==> src/rtl/apb_master_pkg.sv <==
// Shared types and default sizing for the APB initiator.
package apb_master_pkg;

  localparam int APB_ADDR_W  = 10;
  localparam int APB_DATA_W  = 32;
  localparam int APB_TIMEOUT = 16;

  typedef enum logic [1:0] {
    IDLE   = 2'd0,
    SETUP  = 2'd1,
    ACCESS = 2'd2
  } apb_state_t;

endpackage

==> src/rtl/apb_wait_timer.sv <==
// Counts ACCESS wait cycles and flags when the wait budget is used up.
// TIMEOUT=0 disables expiry; the counter saturates instead of wrapping.
module apb_wait_timer #(
  parameter int TIMEOUT = 16
) (
  input  logic clk,
  input  logic reset,
  input  logic clear,
  input  logic enable,
  output logic expired
);

  localparam int CW = (TIMEOUT < 2) ? 1 : $clog2(TIMEOUT + 1);
  localparam logic [CW-1:0] LAST    = CW'((TIMEOUT == 0) ? 0 : TIMEOUT - 1);
  localparam logic [CW-1:0] CNT_MAX = {CW{1'b1}};

  logic [CW-1:0] cnt;

  // Wait counter: cleared on entry to a transfer, saturating increment otherwise
  always_ff @(posedge clk) begin
    if (reset) begin
      cnt <= '0;
    end else if (clear) begin
      cnt <= '0;
    end else if (enable && (cnt != CNT_MAX)) begin
      cnt <= cnt + 1'b1;
    end
  end

  // Expiry is judged on the current cycle so the FSM can end ACCESS this edge
  always_comb begin
    expired = 1'b0;
    if (TIMEOUT != 0) expired = (cnt == LAST);
  end

endmodule

==> src/rtl/apb_master.sv <==
// APB initiator: command/response handshake in, SETUP/ACCESS transfers out.
// Slave wait states are bounded by apb_wait_timer; expiry returns an error.
module apb_master
  import apb_master_pkg::*;
#(
  parameter int ADDR_W  = APB_ADDR_W,
  parameter int DATA_W  = APB_DATA_W,
  parameter int TIMEOUT = APB_TIMEOUT
) (
  input  logic              clk,
  input  logic              reset,
  input  logic              cmd_valid_i,
  output logic              cmd_ready_o,
  input  logic              cmd_write_i,
  input  logic [ADDR_W-1:0] cmd_addr_i,
  input  logic [DATA_W-1:0] cmd_wdata_i,
  output logic              rsp_valid_o,
  output logic [DATA_W-1:0] rsp_rdata_o,
  output logic              rsp_err_o,
  output logic              psel_o,
  output logic              penable_o,
  output logic [ADDR_W-1:0] paddr_o,
  output logic              pwrite_o,
  output logic [DATA_W-1:0] pwdata_o,
  input  logic [DATA_W-1:0] prdata_i,
  input  logic              pready_i
);

  apb_state_t state;
  logic       tmr_expired;

  assign cmd_ready_o = (state == IDLE);

  apb_wait_timer #(.TIMEOUT(TIMEOUT)) u_timer (
    .clk     (clk),
    .reset   (reset),
    .clear   (state == SETUP),
    .enable  ((state == ACCESS) && !pready_i),
    .expired (tmr_expired)
  );

  // Transfer FSM with registered APB and response outputs
  always_ff @(posedge clk) begin
    if (reset) begin
      state       <= IDLE;
      psel_o      <= 1'b0;
      penable_o   <= 1'b0;
      paddr_o     <= '0;
      pwrite_o    <= 1'b0;
      pwdata_o    <= '0;
      rsp_valid_o <= 1'b0;
      rsp_err_o   <= 1'b0;
      rsp_rdata_o <= '0;
    end else begin
      rsp_valid_o <= 1'b0;
      case (state)
        IDLE: begin
          if (cmd_valid_i) begin
            paddr_o  <= cmd_addr_i;
            pwrite_o <= cmd_write_i;
            // Reads leave pwdata_o untouched to avoid needless bus toggling
            if (cmd_write_i) pwdata_o <= cmd_wdata_i;
            psel_o   <= 1'b1;
            penable_o <= 1'b0;
            state    <= SETUP;
          end
        end
        SETUP: begin
          penable_o <= 1'b1;
          state     <= ACCESS;
        end
        ACCESS: begin
          // A late pready takes priority over a timeout in the same cycle
          if (pready_i) begin
            rsp_valid_o <= 1'b1;
            rsp_err_o   <= 1'b0;
            rsp_rdata_o <= pwrite_o ? '0 : prdata_i;
            psel_o      <= 1'b0;
            penable_o   <= 1'b0;
            state       <= IDLE;
          end else if (tmr_expired) begin
            rsp_valid_o <= 1'b1;
            rsp_err_o   <= 1'b1;
            rsp_rdata_o <= '0;
            psel_o      <= 1'b0;
            penable_o   <= 1'b0;
            state       <= IDLE;
          end
        end
        default: begin
          psel_o    <= 1'b0;
          penable_o <= 1'b0;
          state     <= IDLE;
        end
      endcase
    end
  end

endmodule

==> config.mk <==
export PLATFORM = sky130hd
export DESIGN_NAME = apb_master
export DESIGN_NICKNAME = d
export VERILOG_FILES = /design/src/rtl/apb_master_pkg.sv /design/src/rtl/apb_wait_timer.sv /design/src/rtl/apb_master.sv
export SDC_FILE = /design/constraint.sdc
export NUM_CORES = 1
export LEC_CHECK = 0
export ABC_AREA = 1
export ABC_CLOCK_PERIOD_IN_PS = 2700
export BUFFER_PORTS_ARGS = -buffer_cell sky130_fd_sc_hd__buf_4
export CAP_MARGIN = 20
export CORE_MARGIN = 2
export CORE_UTILIZATION = 25
export DETAILED_ROUTE_END_ITERATION = 8
export GPL_TIMING_DRIVEN = 0
export HOLD_SLACK_MARGIN = 0.05
export PLACE_DENSITY = 0.45
export SYNTH_ARGS = -nofsm -noshare
export SYNTH_HDL_FRONTEND = slang
export SYNTH_SLANG_ARGS = --single-unit
==> constraint.sdc <==
create_clock -name clk -period 2.7 [get_ports clk]
set_clock_uncertainty 0.05 [all_clocks]
set_input_delay 0.675 -clock clk [delete_from_list [all_inputs] [get_ports clk]]
set_output_delay 0.675 -clock clk [all_outputs]
set_load 0.005 [all_outputs]
; Yosys cells after proc, flatten, opt, wreduce, memory -nomap -nowiden
; Cells that the tools add are included.
[totals]
ff_bits = 86
latch_bits = 0
ramBits = 0
rom_bits = 0
inputBits = 79
output_inout_bits = 80
wordCells = 48
mem_count = 0
[classes]
addsub = 1
n_mul = 0
div_mod_pow = 0
order_cmp = 0
n_eq_ne = 6
shifts = 0
mux = 17
n_bitwise = 2
reduce_logical = 12
[ops]
columns = op, n
row1 = $mux 32, 3
row2 = $mux 1, 8
row3 = $mux 2, 3
row4 = $pmux 1 s3, 2
row5 = $pmux 2 s3, 1
row6 = $reduce_and 2->1, 3
row7 = $reduce_and 3->1, 2
row8 = $add 5x1->5 const B, 1
row9 = $eq 5x4->1 const B, 1
row10 = $ne 5x5->1 const B, 1
row11 = $reduce_or 2->1, 2
row12 = $ne 3x3->1 const B, 1
row13 = $eq 2x1->1 const B, 1
row14 = $eq 2x2->1 const B, 1
row15 = $logic_and 1x1->1, 2
row16 = $logic_not 2->1, 1
row17 = $ne 2x2->1 const B, 1
row18 = $not 1->1, 2
row19 = $reduce_bool 2->1, 1
row20 = $logic_not 1->1, 1

; Logic depth before layout (Yosys ltp)
; Gate-level depths: netlist of run 1.
[depth]
ltp_word = 4
mapped_depth = 10
mapped_depth_nobuf = 10

; Cells and area by module
; From an unflattened synthesis of run 1, not the netlist that was laid out.
[hier_totals]
cells_unflattened = 458
hier_area_um2 = 3343.2
[modules_own_cells]
columns = mod, instances, cells_each, area_each_um2, seq_area_each_um2
row1 = apb_master, 1, 423, 3060.4, 1601.5
row2 = apb_wait_timer, 1, 35, 282.8, 100.1

; Worst setup path before layout of run 1
; No wires, ideal clock.
[synth_timing]
kind = reg2reg
start = reg u_timer.cnt[0]
end = reg rsp_rdata_o[10]
arrival_ns = 1.409
required_time_ns = 2.527
path_slack_ns = 1.118
stages_incl_launch_ff = 11
n_path_buf = 1
period_less_slack_ns = 1.582
cell_sequence = dfxtp_1 > ha_1 > nand2_1 > nor2_1 > ha_1 > nor2_1 > nor2_2 > inv_1 > buf_2 > nand3_1 > o21ai_0
[synth_between]
elab_chain_cells = 3
[synth_rtl]
columns = element, line_no
row1 = from (decl), apb_wait_timer.sv:17  ; logic [CW-1:0] cnt;
row2 = from (signal assigned), apb_wait_timer.sv:26  ; cnt <= cnt + 1'b1;
row3 = $eq 5x4->1, apb_wait_timer.sv:33  ; if (TIMEOUT != 0) expired = (cnt == LAST);
row4 = $reduce_bool 2->1 (no source line), n/a
row5 = $reduce_and 2->1 (no source line), n/a
row6 = to (signal assigned), apb_master.sv:77  ; rsp_rdata_o <= pwrite_o ? '0 : prdata_i;
row7 = to (decl), apb_master.sv:18  ; output logic [DATA_W-1:0] rsp_rdata_o,
; No other way between the ends.
; A chain may end at the register's enable or synchronous reset.

; Worst setup path in the final report of run 1
[layout_timing]
start = reg u_timer.cnt[0]
end = reg rsp_rdata_o[0]
; The elaborated chain is that of the path after synthesis.

==> results of run 1 <==
-- final cells by class --
type | count | area [um2]
multi-input cells | 305 | 1300
flip-flops and latches | 86 | 1720
clock inverters | 6 | 110
inverters | 48 | 180
well taps | 176 | 220
clock buffers | 10 | 229
fillers | 1451 | 8090
repair buffers | 158 | 1190
plain buffers | 26 | 149
-- synthesized netlist by cell type (3+ instances only) --
cell,instances,share of area
ha_1,3,0.011
nand2_1,116,0.13
nand3_1,36,0.054
o21ai_1,15,0.022
clkbuf_1,3,0.0034
o21ai_0,28,0.042
nor2_1,93,0.10
a21oi_1,8,0.012
inv_1,46,0.051
buf_6,3,0.010
dfxtp_1,86,0.51
buf_1,3,0.0034
buf_4,3,0.0067
buf_2,13,0.019
-- registers in the layout (all words and copies together), names as in the netlist --
| name | flops |
|---|---|
| paddr_o | 10 |
| penable_o | 1 |
| psel_o | 1 |
| pwdata_o | 32 |
| pwrite_o | 1 |
| rsp_err_o | 1 |
| rsp_rdata_o | 32 |
| rsp_valid_o | 1 |
| state | 2 |
| u_timer.cnt | 5 |
-- logic make-up after synthesis --
group / Yosys count / synth area share
fa+ha+maj: 3 / 0.0112
simple gates: 250 / 0.299
flops: 86 / 0.513
buf+inv: 74 / 0.0981
xor+xnor: 1 / 0.00261
compound gates: 51 / 0.0761
-- critical path: cells and delay by family (launching register included) --
family / cells / cell delay (ns)
buf+inv: 2 / 0.34
simple gates: 5 / 0.51
fa+ha+maj: 2 / 0.35
compound gates: 1 / 0.09
flops: 1 / 0.35
-- layout by cell type, fill, tap and decap left out, drive strengths merged --
cell,count
nand3,36
dfxtp,86
ha,3
clkinv,1
nand2,118
xor2,1
a21oi,8
inv,48
nor2,95
buf,180
o21ai,43
bufinv,3
nor3b,1
clkinvlp,2
clkbuf,14
-- worst min-delay path by stage --
| stage | from | endpoint | slack, ns |
|---|---|---|---|
| 6_report | u_timer.cnt[3]$_SDFFE_PP0P_ | u_timer.cnt[3]$_SDFFE_PP0P_ | 0.42 |
| 2_1_floorplan | u_timer.cnt[3]$_SDFFE_PP0P_ | u_timer.cnt[3]$_SDFFE_PP0P_ | 0.39 |
| 5_1_grt | u_timer.cnt[3]$_SDFFE_PP0P_ | u_timer.cnt[3]$_SDFFE_PP0P_ | 0.44 |
| 3_5_place_dp | u_timer.cnt[3]$_SDFFE_PP0P_ | u_timer.cnt[3]$_SDFFE_PP0P_ | 0.41 |
| 3_3_place_gp | u_timer.cnt[3]$_SDFFE_PP0P_ | u_timer.cnt[3]$_SDFFE_PP0P_ | 0.40 |
| 4_1_cts | u_timer.cnt[3]$_SDFFE_PP0P_ | u_timer.cnt[3]$_SDFFE_PP0P_ | 0.42 |
-- stage by stage --
step	instance area [um2]	worst slack, ns	hold WS [ns]	util	instances
after floorplan	3350	1.12	0.389	-	465
after global placement	4760	0.757	0.397	0.361	799
after detailed placement	4760	0.757	0.410	0.361	799
after CTS	5100	0.851	0.417	0.387	815
after global routing	5100	0.686	0.440	0.387	815
final	5100	0.896	0.415	0.387	815
-- power groups by stage --
stage	clock, uW	combinational [uW]	sequential, uW
2_1_floorplan	0	171	1390
3_3_place_gp	0	402	1390
3_5_place_dp	0	405	1390
4_1_cts	1460	406	1360
5_1_grt	1520	450	1370
6_report	1410	396	1360
-- metal layers --
layer,global-route usage,part of all wire
met1,0.169,0.46
met2,0.218,0.43
met3,0.0523,0.092
met4,0.0596,0.017
met5,0,0
==> flow_summary.yaml, run 1 <==
status:
  status: "finished, final reports clean"
critical_path:
  critPathSlowestCell: "dfxtp_1"
  required_ns: 2.87
  r2r_start: "u_timer.cnt[0]$_SDFFE_PP0P_"
  worst_r2r_endpoint: "rsp_rdata_o[0]$_SDFFE_PP0P_"
  crit_path_end: "rsp_rdata_o[0]$_SDFFE_PP0P_"
  startpoint_type: "register"
  arrival_ns: 1.98
  ff2ff_path_depth: 10
  critical_path.endpoint_type: "register"
  slowest_delay_ns: 0.35
  startpoint: "u_timer.cnt[0]$_SDFFE_PP0P_"
  ff2ff_setup_slack_ns: 0.90
  crit_path_cell_trace: "ha_1, nand2_1, nor2_1, ha_1, nor2_1, nor2_2, inv_1, buf_2, nand3_1, o21ai_0"
  cp_max_fo: 10
  worstSetupPathType: "reg2reg"
clock_network:
  hold_buffers: 0
  clock_sinks: 86
  htreeDepth: 3
  cts_root_buf: "clkbuf_16"
  post-cts-setup-buffer-count: 0
  cts_inserted_buffers: 9
  clock_latency_ns: 0.34
  cts_tree: "built"
  clk_pin_slew_ns: 0.06
  clock_path_buffers: 2
  cts_resized: 0
timing:
  post-route-min-period_ns: 1.80
  slew_headroom: 0.671
  rsz0062_at_grt: "false"
  max_freq_mhz: 554
  fin_tns_setup_ns: 0
  finalSetupViolations: 0
  post-route-period-util: 0.668
  slew_violations: 0
  tightest_slew_ns: 0.493
  final-hold-violation-count: 0
finish:
  n_antenna_cell: 0
  syn_to_final_growth_pct: 52.0
  drive_above_1_share: 0.311
  final_net_count: 716
route:
  final_antenna_net_count: 0
  vias: 3336
  dr.pass1.iters: 4
  routed_wl_um: 9760
  initialDrtViolationCount: 108
  wl_per_cell_um: 12.0
  viasPerCell: 4.09
  drcViolationCount: 0
global_route:
  grt_pass1_wl_um: 15600
  antenna_found_initial: 0
  grt_pass1_vias: 3166
  overflow: 0
  grt_max_degree: 15
  grtUsageTotal: 0.138
pwr:
  p_per_area_nw_per_um2: 622
  finalPower_uw: 3170
  comb_power_share: 0.125
  net-switching-power_uw: 730
  ir_drop_mv: 0.249
  leakage_uw: 0.00253
  p_clk_frac: 0.445
  p_int_uw: 2440
  p_seq_frac: 0.430
  p_sw_frac: 0.230
placement:
  portBuffers: 158
  hpwl_um: 7430
  place.gp.congestion: 0.704
hold_path:
  holdPathStages: 2
  hold_path.class: "reg2reg"
synth:
  synth_seq_area_share: 0.513
  synth-edff-count: 0
  synth_async_sr_flop_share: 0
  ys_ff_latch: 86
  synthDistinctLibCells: 21
  ys.flop_type: "dfxtp_1"
  synth_fp_nets: 547
  synthCells: 465
  syn_area_um2: 3350
  syn_avg_cell_area_um2: 7.21
  synth_warnings: 0
job:
  max-cap-violations: 0
floorplanning:
  coreArea_um2: 13200
  start_util: 0.254
  die_height_um: 120
  die_w_um: 120
  io_pins: 159
  die-area_um2: 14400
  fp-row-count: 42
No activity file was read; power rests on OpenSTA's default activity.
==> run 2: changes to the inputs <==
ABC_AREA = 0   (was 1)
ABC_CLOCK_PERIOD_IN_PS = 1800   (was 2700)
PLACE_DENSITY = 0.46   (was 0.45)
clock period = 1.8 ns   (was 2.7 ns; I/O delays follow)
==> flow_summary.yaml, run 2 <==
status:
  status: "finished, final reports clean"
finish:
  drive_above_1_share: 0.421
  mostFrequentLayoutCells: "165 x buf_4, 87 x nand2_1, 84 x dfxtp_1, 46 x a21oi_1, 32 x a22o_1"
  fin_util: 0.403
  layout_commonest_cell: "buf_4"
  reg.largest.list: "pwdata_o: 32 flops, rsp_rdata_o: 32 flops, paddr_o: 10 flops"
  syn_to_final_growth_pct: 57.2
  n_antenna_cell: 0
  stdcell_count: 644
  final_net_count: 575
critical_path:
  cp_top_family: "simple AND/OR/NAND/NOR gates"
  startpoint: "u_timer.cnt[0]$_SDFFE_PP0P_"
  crit_path_cell_trace: "ha_4, and3_4, ha_4, or2_4, a21oi_4, buf_6, buf_6, a22o_1"
  startpoint_type: "register"
  cp_max_fo: 6
  ff2ff_path_depth: 8
  critPathSlowestCell: "dfxtp_2"
  required_ns: 2.03
  cp.depth: 8
  cp.buffers_inverters: 2
  arrival_ns: 2.00
  critical_path.endpoint_type: "register"
  r2r_start: "u_timer.cnt[0]$_SDFFE_PP0P_"
  slowest_delay_ns: 0.34
  worstSetupPathType: "reg2reg"
pwr:
  p_per_area_nw_per_um2: 862
  leakage_uw: 0.00216
  finalPower_uw: 4150
  ir_drop_mv: 0.404
hold_path:
  hold_start: "prdata_i[8]"
  hold_path.class: "in2reg"
  holdPathStages: 2
floorplanning:
  coreArea_um2: 12000
  die-area_um2: 13200
  start_util: 0.256
  fp-row-count: 40
  die_w_um: 115
  die_height_um: 115
  io_pins: 159
synth:
  synth_seq_area_share: 0.562
  synth_async_sr_flop_share: 0
  netlist.area_leader.share: 0.562
  syn_area_um2: 3060
  yosysMostFrequentCell: "nand2_1"
  synthTopCellsByArea: "dfxtp_1 56%, nand2_1 11%, a22o_1 9.2%"
  ys_ff_latch: 86
  synth-edff-count: 0
  synthCells: 317
  synth_commonest_cells: "87 x nand2_1, 86 x dfxtp_1, 46 x a21oi_1"
  synth_warnings: 0
  synthDistinctLibCells: 36
  ys.flop_type: "dfxtp_1"
  synth_fp_nets: 399
  syn_avg_cell_area_um2: 9.66
  synth_area_leader_cell: "dfxtp_1"
global_route:
  grt_pass1_wl_um: 13700
  antenna_found_initial: 0
  grtUsageTotal: 0.134
  overflow: 0
  grt_max_degree: 13
  grt_pass1_vias: 2746
clock_network:
  clk_pin_slew_ns: 0.06
  cts_root_buf: "clkbuf_16"
  clock_latency_ns: 0.33
  cts_tree: "built"
  htreeDepth: 3
  clock_path_buffers: 2
  clock_sinks: 86
  cts_inserted_buffers: 9
placement:
  portBuffers: 157
  dp.cells: 621
  place.gp.congestion: 0.727
  hpwl_um: 6340
  place_ws_ns: -0.239
timing:
  tightest_slew_ns: 0.604
  rsz0062_at_grt: "true"
  slew_violations: 0
  post-route-period-util: 0.987
  final-hold-violation-count: 0
  fin_ws_ns: 0.0229
  fin_tns_setup_ns: 0
  post-route-min-period_ns: 1.78
  slew_headroom: 0.595
  finalSetupViolations: 0
  max_freq_mhz: 563
route:
  dr.pass1.iters: 4
  routed_wl_um: 8770
  final_antenna_net_count: 0
  wl_per_cell_um: 13.6
  viasPerCell: 4.41
  vias: 2838
  initialDrtViolationCount: 123
  drcViolationCount: 0
job:
  max-cap-violations: 0
## run 2: changes by cell type after synthesis, moves of 5 or more
cell,before,now
a21oi_1,8,46
inv_1,46,2
o21ai_1,15,0
nand2_1,116,87
a22o_1,0,32
o21ai_0,28,0
buf_6,3,8
nor2_1,93,8
nand3_1,36,1
buf_2,13,5
## run 2: cell families after synthesis
kind of cell / Yosys count / share of synthesized area
XOR/XNOR: 1 / 0.00286
flip-flops: 86 / 0.562
AO/OA/AOI/OAI: 84 / 0.182
multiplexers: 2 / 0.00654
adder cells (fa/ha/maj): 3 / 0.0123
AND/OR/NAND/NOR: 115 / 0.174
buffers and inverters: 26 / 0.0596
## run 2: path summary, 6_finish.rpt
path                                                      to  slack [ns]
worst max-delay path            rsp_rdata_o[17]$_SDFFE_PP0P_        0.02
worst min-delay path             rsp_rdata_o[8]$_SDFFE_PP0P_        0.27
worst max register to register  rsp_rdata_o[17]$_SDFFE_PP0P_        0.02
worst min register to register       paddr_o[1]$_SDFFE_PP0N_        0.40
## run 2: report_power, final
| part | switching (uW) | internal (uW) | leakage, uW |
|---|---|---|---|
| Sequential | 37.4 | 1980 | 0.000700 |
| Combinational | 216 | 300 | 0.00133 |
| Clock | 697 | 924 | 0.000123 |
## run 2: per-stage QoR
step / hold slack, ns / cell area [um2]
finish: 0.271 / 4820
global route: 0.259 / 4820
CTS: 0.256 / 4770
detailed placement: 0.397 / 4430
global placement: 0.394 / 4430
floorplan: 0.403 / 3060
## run 2: cell type report
cell class                      instances  area [um2]
Fill cell                            1213        7150
Sequential cell                        86        1720
Timing Repair Buffer                  165        1260
Multi-Input combinational cell        205        1200
Clock buffer                           13         240
Buffer                                 24         194
Tap cell                              147         184
Clock inverter                          2        10.0
Inverter                                2        7.51
## run 2: what timing repair did
| action | CTS | global route |
|---|---|---|
| hold buffers | 0 | 0 |
| resized for setup | 18 | 5 |
| gates cloned | 3 | 0 |
| endpoints found under the setup margin | 34 | 35 |
| pin swaps | 2 | 2 |
| buffers inserted | 3 | 2 |
## run 2: metal layers
metal / part of all wire / up-vias / global-route usage
met5: 0 / - / 0
met2: 0.45 / 97 / 0.198
met1: 0.46 / 1296 / 0.178
met3: 0.076 / 12 / 0.0461
li1: - / 1433 / -
met4: 0.017 / 0 / 0.0577
==> run 3: changes to the inputs <==
BUFFER_PORTS_ARGS = not set   (was -buffer_cell sky130_fd_sc_hd__buf_4)
DONT_BUFFER_PORTS = 1   (was not set)
PLACE_DENSITY = 0.35   (was 0.46)
==> flow_summary.yaml, run 3 (synthesis gave the netlist of run 2 again) <==
status:
  status: "finished, final reports clean"
timing:
  fin_tns_setup_ns: 0
  finalSetupViolations: 0
  final-hold-violation-count: 0
  post-route-period-util: 0.984
  slew_violations: 0
  max_freq_mhz: 565
  whs_ns: 0.142
  tightest_slew_ns: 0.565
  post-route-min-period_ns: 1.77
  slew_headroom: 0.622
  rsz0062_at_grt: "true"
global_route:
  grt_pass1_vias: 2269
  use_met2: 0.189
  busiest_layer: "met2"
  overflow: 0
  grtUsageTotal: 0.124
  grt_max_degree: 14
  grt_pass1_wl_um: 12000
  antenna_found_initial: 0
  grtUsageMet1: 0.139
  grtUsageMet3: 0.0566
clock_network:
  clock_sinks: 86
  cts_inserted_buffers: 9
  htreeDepth: 3
  clock_path_buffers: 2
  clk_pin_slew_ns: 0.06
  cts_tree: "built"
  cts_root_buf: "clkbuf_16"
  clock_latency_ns: 0.35
finish:
  stdcell_count: 486
  syn_to_final_growth_pct: 21.7
  reg.largest.list: "pwdata_o: 32 flops, rsp_rdata_o: 32 flops, paddr_o: 10 flops"
  mostFrequentLayoutCells: "87 x nand2_1, 84 x dfxtp_1, 46 x a21oi_1, 32 x a22o_1, 10 x clkbuf_16"
  layout_commonest_cell: "nand2_1"
  fin_area_um2: 3730
  final_net_count: 417
  n_antenna_cell: 0
  drive_above_1_share: 0.165
  fillers: 1267
critical_path:
  critical_path.endpoint_type: "register"
  critPathSlowestCell: "dfxtp_2"
  ff2ff_path_depth: 8
  worstSetupPathType: "reg2reg"
  arrival_ns: 2.01
  slowest_delay_ns: 0.34
  cp_max_fo: 7
  worst_r2r_endpoint: "rsp_rdata_o[30]$_SDFFE_PP0P_"
  ff2ff_setup_slack_ns: 0.03
  r2r_start: "u_timer.cnt[0]$_SDFFE_PP0P_"
  cpMostUsedCell: "ha_4"
  required_ns: 2.04
  startpoint_type: "register"
  crit_path_cell_trace: "ha_4, and3_4, ha_4, or2_4, a21oi_4, buf_12, clkbuf_16, a22o_1"
placement:
  dp.cells: 464
  place_area_um2: 3250
  portBuffers: 0
  hpwl_um: 5790
  place.gp.congestion: 0.659
floorplanning:
  die-area_um2: 13200
  die_w_um: 115
  coreArea_um2: 12000
  die_height_um: 115
  io_pins: 159
  start_util: 0.256
  fp-row-count: 40
route:
  vias: 2269
  initialDrtViolationCount: 96
  viasPerCell: 4.67
  drcViolationCount: 0
  routed_wl_um: 8090
  wl_per_cell_um: 16.7
  final_antenna_net_count: 0
  dr.pass1.iters: 4
pwr:
  finalPower_uw: 4250
  ir_drop_mv: 0.356
  p_per_area_nw_per_um2: 1140
  leakage_uw: 0.00139
hold_path:
  holdPathStages: 1
  hold_path_end: "rsp_err_o$_SDFFE_PP0P_"
  hold_start: "pready_i"
  hold_path.class: "in2reg"
job:
  max-cap-violations: 0
## run 3: repair_timing
action | in CTS | in global routing
endpoints found under the setup margin | 35 | 33
hold buffers | 0 | 0
gates resized for setup | 15 | 9
setup buffers | 4 | 0
cloned | 2 | 1
pin swaps | 2 | 4
## run 3: through the flow
step           utilization  setup WS, ns
6_report             0.312        0.0292
5_1_grt              0.312      -0.00949
4_1_cts              0.306       0.00292
3_5_place_dp         0.271        -0.233
3_3_place_gp         0.271        -0.224
2_1_floorplan            -        0.0397
## run 3: cell type report
| class | instances | area (um2) | area share |
|---|---|---|---|
| Multi-Input combinational cell | 205 | 1200 | 0.323 |
| Tap cell | 147 | 184 | 0.0493 |
| Clock inverter | 3 | 42.5 | 0.0114 |
| Timing Repair Buffer | 7 | 93.8 | 0.0252 |
| Clock buffer | 12 | 267 | 0.0715 |
| Sequential cell | 86 | 1720 | 0.463 |
| Buffer | 24 | 205 | 0.0551 |
| Inverter | 2 | 7.51 | 0.00201 |
## run 3: critical path, delay by kind of cell (launching register included)
kind                     cells  cell delay [ns]
buffers and inverters        2             0.29
AO/OA/AOI/OAI                2             0.30
adder cells (fa/ha/maj)      2             0.32
flip-flops                   1             0.34
AND/OR/NAND/NOR              2             0.43
## run 3: per-layer routing
metal / wire length [um] / share of wire
met4: 253 / 0.031
met5: 0 / 0
met3: 916 / 0.11
met1: 3290 / 0.41
met2: 3630 / 0.45
## run 3: how the worst max path moves through the flow
stage | endpoint | depth (start not counted) | startpoint
after floorplan | rsp_rdata_o[0]$_SDFFE_PP0P_ | 7 | u_timer.cnt[0]$_SDFFE_PP0P_
after global placement | rsp_rdata_o[12]$_SDFFE_PP0P_ | 7 | u_timer.cnt[0]$_SDFFE_PP0P_
after detailed placement | rsp_rdata_o[17]$_SDFFE_PP0P_ | 7 | u_timer.cnt[0]$_SDFFE_PP0P_
after CTS | rsp_rdata_o[29]$_SDFFE_PP0P_ | 8 | u_timer.cnt[0]$_SDFFE_PP0P_
after global routing | rsp_rdata_o[1]$_SDFFE_PP0P_ | 8 | u_timer.cnt[0]$_SDFFE_PP0P_
final | rsp_rdata_o[30]$_SDFFE_PP0P_ | 8 | u_timer.cnt[0]$_SDFFE_PP0P_
## run 3: power breakdown
part,total [uW],switching (uW),leakage (uW),internal (uW)
sequential,2030,57.3,0.000700,1980
combinational,281,153,0.000544,128
clock,1930,755,0.000151,1180
total,4250,965,0.00139,3280
